`config.mk`:
```
export PLATFORM = sky130hd
export DESIGN_NAME = instruction_fetch_unit
export DESIGN_NICKNAME = d
export VERILOG_FILES = /design/src/rtl/instruction_fetch_unit.sv
export SDC_FILE = /design/constraint.sdc
export NUM_CORES = 1
export LEC_CHECK = 0
export CORE_AREA = 2 2 107 109
export DETAILED_ROUTE_END_ITERATION = 7
export DIE_AREA = 0 0 109 111
export PLACE_DENSITY_LB_ADDON = 0.08
export SYNTH_ARGS = -nofsm -noshare
export SYNTH_HDL_FRONTEND = slang
export SYNTH_SLANG_ARGS = --single-unit
```
`constraint.sdc`:
```
create_clock -name clk -period 3.26 [get_ports clk]
set_clock_uncertainty 0.15 [all_clocks]
set_input_delay 0.652 -clock clk [delete_from_list [all_inputs] [get_ports clk]]
set_output_delay 0.652 -clock clk [all_outputs]
set_load 0.03 [all_outputs]
```
`src/rtl/instruction_fetch_unit.sv`:
```
// Fetch stage: owns the PC, runs a variable-latency req/ack read to instruction
// memory, hands the word to decode and stalls the controller until it arrives.
module instruction_fetch_unit #(
   parameter int unsigned            ADDR_WIDTH     = 32,
   parameter int unsigned            INST_WIDTH     = 32,
   parameter logic [ADDR_WIDTH-1:0]  RESET_PC       = '0,
   parameter int unsigned            TIMEOUT_CYCLES = 255
) (
   input  logic                  clk,
   input  logic                  reset,
   input  logic                  fetch_RequestState,
   input  logic                  fetch_ReceiveState,
   input  logic                  writebackState,
   input  logic                  pcUpdateValid,
   input  logic [ADDR_WIDTH-1:0] pcUpdateTarget,
   output logic                  mem_req,
   output logic [ADDR_WIDTH-1:0] mem_addr,
   input  logic                  mem_ack,
   input  logic [INST_WIDTH-1:0] mem_rdata,
   output logic [INST_WIDTH-1:0] instruction,
   output logic                  instructionValid,
   output logic [ADDR_WIDTH-1:0] pc,
   output logic                  fetchStall,
   output logic                  fetchFault
);

   localparam int unsigned     CNT_W    = (TIMEOUT_CYCLES < 2) ? 1 : $clog2(TIMEOUT_CYCLES + 1);
   localparam logic [CNT_W-1:0] CNT_LAST = CNT_W'(TIMEOUT_CYCLES - 1);

   typedef enum logic [1:0] {
      S_IDLE,
      S_REQ,
      S_DONE
   } state_e;

   state_e                  state_q;
   logic                    mem_req_q;
   logic [CNT_W-1:0]        cnt_q;
   logic [INST_WIDTH-1:0]   buffer_q;
   logic [INST_WIDTH-1:0]   instr_q;
   logic                    valid_q;
   logic                    fault_q;
   logic [ADDR_WIDTH-1:0]   pc_q, pc_d;
   logic                    started_q, started_d;
   logic                    wb_fault;
   logic                    wb_clear_valid;

   // Writeback-time PC update. The controller resets into writeback, so the
   // first writeback after reset only arms the unit and must not advance pc.
   always_comb begin
      // NOTE: every signal gets a default first so no path leaves it unassigned (no latch).
      pc_d           = pc_q;
      started_d      = started_q;
      wb_fault       = 1'b0;
      wb_clear_valid = 1'b0;
      if (writebackState) begin
         if (!started_q) begin
            started_d = 1'b1;
         end else begin
            wb_clear_valid = 1'b1;
            if (!pcUpdateValid) begin
               pc_d = pc_q + ADDR_WIDTH'(4);
            end else if (pcUpdateTarget[1:0] == 2'b00) begin
               pc_d = pcUpdateTarget;
            end else begin
               wb_fault = 1'b1;
            end
         end
      end
   end

   always_ff @(posedge clk or negedge reset) begin
      if (!reset) begin
         state_q   <= S_IDLE;
         mem_req_q <= 1'b0;
         cnt_q     <= '0;
         buffer_q  <= '0;
         instr_q   <= '0;
         valid_q   <= 1'b0;
         fault_q   <= 1'b0;
         pc_q      <= RESET_PC;
         started_q <= 1'b0;
      end else begin
         // NOTE: non-blocking assignments so every register samples pre-edge values.
         pc_q      <= pc_d;
         started_q <= started_d;
         if (wb_fault) fault_q <= 1'b1;

         unique case (state_q)
            S_IDLE: begin
               cnt_q <= '0;
               if (fetch_RequestState && !fault_q) begin
                  state_q   <= S_REQ;
                  mem_req_q <= 1'b1;
               end
            end
            S_REQ: begin
               if (mem_ack) begin
                  buffer_q  <= mem_rdata;
                  state_q   <= S_DONE;
                  mem_req_q <= 1'b0;
               end else if (cnt_q == CNT_LAST) begin
                  fault_q   <= 1'b1;
                  state_q   <= S_IDLE;
                  mem_req_q <= 1'b0;
               end else begin
                  cnt_q <= cnt_q + CNT_W'(1);
               end
            end
            S_DONE: begin
               if (fetch_ReceiveState) begin
                  instr_q <= buffer_q;
                  valid_q <= 1'b1;
                  state_q <= S_IDLE;
               end
            end
            default: state_q <= S_IDLE;
         endcase

         // A writeback invalidates the word even if it coincides with a receive.
         if (wb_clear_valid) valid_q <= 1'b0;
      end
   end

   assign mem_req          = mem_req_q;
   assign mem_addr         = pc_q;
   assign pc               = pc_q;
   assign instruction      = instr_q;
   assign instructionValid = valid_q;
   assign fetchFault       = fault_q;
   // An idle unit (including a faulted one) never satisfies receive, so the core halts.
   assign fetchStall       = fetch_ReceiveState && (state_q != S_DONE);

endmodule
```
==> flow_metrics.env <==
export IMPL_portBuffers=170
export IMPL_final_net_count=716
export IMPL_clkSlewWorstSetupHoldPaths_ps=80
export IMPL_ctsResizeCount=0
export IMPL_syn_nets=576
export IMPL_area_delta_synth_final_pct=35.6
export IMPL_cts_root_buf="clkbuf_16"
export IMPL_slew_violations=0
export IMPL_crit_chain="clkdlybuf4s50_1 -> and2_1 -> clkdlybuf4s50_1"
export IMPL_antenna_cells=0
export IMPL_dp_cells=774
export IMPL_met2_length_um=6760
export IMPL_max_cap_violations=0
export IMPL_combinationalPowerShare=0.373
export IMPL_routed_wl_um=13500
export IMPL_synth_edf_count=0
export IMPL_relSlewSlack=0.422
export IMPL_tightestPinTransition_ps=864
export IMPL_die_h_um=111
export IMPL_drtIter0Drc=216
export IMPL_setup_violations=0
export IMPL_rsz0062_at_grt="false"
export IMPL_ys_seq_elements=110
export IMPL_hold_buffers=0
export IMPL_synth_area_mm2=0.00547
export IMPL_grt_use_total=0.236
export IMPL_ys_seq_area_frac=0.503
export IMPL_cts_buffer_depth=2
export IMPL_syn_inst=502
export IMPL_cp_data_arrival_time_ps=1940
export IMPL_syn_avg_cell_area_um2=10.9
export IMPL_cts_tree="yes"
export IMPL_grt_max_degree=65
export IMPL_cts_sinks=110
export IMPL_std_cell_rows=39
export IMPL_vdd_drop_max_v=0.000441
export IMPL_p_per_area_mw_per_mm2=677
export IMPL_r2r_slack_ps=880
export IMPL_p_seq_frac=0.414
export IMPL_vias_per_cell=5.61
export IMPL_htree_levels=3
export IMPL_post_cts_buffers=0
export IMPL_dr_pass1_iters=5
export IMPL_grt_pass1_vias=4513
export IMPL_critPathRequiredTime_ps=2460
export IMPL_synthArstFlopShare=1.00
export IMPL_p_int_mw=3.20
export IMPL_insertion_delay_ps=340
export IMPL_max_freq_mhz=364
export IMPL_start_util=0.494
export IMPL_antenna_found_initial=0
export IMPL_layout_drive_gt1_share=0.173
export IMPL_setup_tns_ps=0
export IMPL_core_area_mm2=0.0111
export IMPL_crit_top_cell="clkdlybuf4s50_1"
export IMPL_hold_class="in2async"
export IMPL_m1WireLength_um=5650
export IMPL_switching_share=0.364
export IMPL_fp_dieW_um=109
export IMPL_critPathTopFamily="buffers and inverters"
export IMPL_grt_pass1_wl_um=22300
export IMPL_synth_cell_types=66
export IMPL_overflow=0
export IMPL_drc=0
export IMPL_max_stage_delay_ps=660
export IMPL_path_class="in2out"
export IMPL_io_pins=171
export IMPL_status="finished, final reports clean"
export IMPL_leakagePower_nw=3.13
export IMPL_fin_crit_sh=0.842
export IMPL_ys_warn_count=0
export IMPL_layout_min_cycle_time_ps=2740
export IMPL_synth_ff_type="dfrtp_1"
export IMPL_p_clk_frac=0.213
export IMPL_hold_viol_final=0
export IMPL_crit_fanout=3
export IMPL_wl_met3_um=906
export IMPL_instances_no_fill=790
export IMPL_ant_nets=0
export IMPL_cts_inserted_buffers=9
export IMPL_place_congestion=0.881
export IMPL_power_switching_mw=1.83
export IMPL_routedWlPerCell_um=17.1
export IMPL_top_layer_used="met4"
export IMPL_crit_buf_inv=2
export IMPL_vias=4434
export IMPL_r2r_start="mem_addr[2]"
export IMPL_end_kind="primary output"
export IMPL_die_area_mm2=0.0121
export IMPL_start_kind="input pin"
export IMPL_crit_slowest_cell="clkdlybuf4s50_1"
export IMPL_worstSetupStartpoint="fetch_ReceiveState"
export IMPL_dp_hpwl_um=9770
[worst paths after layout]
| path | end | cells past startpoint |
|---|---|---|
| worst max-delay path | fetchStall | 3 |
| worst min-delay path | mem_addr[7] | 1 |
| worst max register to register | mem_addr[30] | 6 |
| worst min register to register | fetchFault | 1 |
| max in group asynchronous | mem_addr[1] | 2 |
| min in group clk | fetchFault | 1 |
[cell usage after synthesis (5+ instances only)]
cell type / instances / area share
nand4_1: 9 / 0.010
o21ai_1: 9 / 0.0082
a31oi_1: 7 / 0.0080
and2_1: 8 / 0.0091
mux2_2: 64 / 0.13
nor2_1: 25 / 0.017
o21ai_0: 23 / 0.021
a22o_1: 5 / 0.0080
a21oi_1: 30 / 0.027
clkbuf_1: 16 / 0.011
nand3_1: 23 / 0.021
nand2_1: 24 / 0.016
dfrtp_1: 110 / 0.50
buf_4: 35 / 0.048
and3_1: 7 / 0.0080
inv_1: 16 / 0.011
nor3_1: 6 / 0.0055
[per-layer routing]
metal / global-route usage / up-vias
met5: 0 / -
met4: 0.0863 / 0
met3: 0.0506 / 18
met2: 0.391 / 157
met1: 0.302 / 2182
li1: - / 2077
[sequential cells by signal, summed over array words and instances, names as in the netlist, 2 cells and up]
register / flops
mem_addr: 32
state_q: 2
instruction: 32
buffer_q: 32
cnt_q: 8
[through the flow]
| step | instance area [um^2] | power [mW] | utilization | setup WS (ps) | hold slack (ps) |
|---|---|---|---|---|---|
| finish | 7420 | 5.02 | 0.670 | 515 | 246 |
| global route | 7420 | 5.29 | 0.670 | 453 | 311 |
| global placement | 7130 | 3.93 | 0.643 | 530 | 320 |
| detailed placement | 7130 | 3.99 | 0.643 | 516 | 337 |
| CTS | 7420 | 5.07 | 0.670 | 511 | 285 |
| floorplan | 5470 | 3.22 | - | 1160 | 206 |
[power groups by stage]
stage               combinational [mW]  sequential [mW]  clock [mW]
finish                            1.87             2.08        1.07
global route                      1.99             2.14        1.16
CTS                               1.89             2.08        1.10
detailed placement                1.88             2.11           0
global placement                  1.85             2.08           0
floorplan                        0.757             2.46           0
[cell families (layout without fill, tap and decap cells)]
family	after synthesis	count (layout)	synth area share
AO/OA/AOI/OAI	120	120	0.145
XOR/XNOR	2	2	0.00320
adder cells (fa/ha/maj)	3	3	0.00686
buffers and inverters	74	219	0.0771
flip-flops	110	110	0.503
multiplexers	64	64	0.132
AND/OR/NAND/NOR	129	129	0.133
[cells in the final DEF, fill, tap and decap left out, types with 4 or more instances in the layout]
cell type        netlist  layout
clkbuf_16              0       9
inv_1                 16      16
a21oi_1               30      30
and2_1                 8       8
o21ai_1                9       9
o21ai_0               23      23
nand4_1                9       9
dfrtp_1              110     110
clkdlybuf4s50_1        0     169
buf_4                 35      17
o22ai_1                4       4
nand3_1               23      23
o211ai_1               4       4
a31oi_1                7       7
a22o_1                 5       5
nand2_1               24      24
a21o_1                 4       4
mux2_2                64      64
a31o_1                 4       4
nor2_1                25      25
and3_1                 7       7
nor3_1                 6       6
[layout make-up]
cell class	instances	area, um^2
fill	912	3660
sequential	110	2750
multi-input combinational	318	2300
timing repair buffer	187	1840
clock buffer	9	225
tap	143	179
clock inverter	7	65.1
inverter	16	60.1
Power figures use the tool's default switching activity.
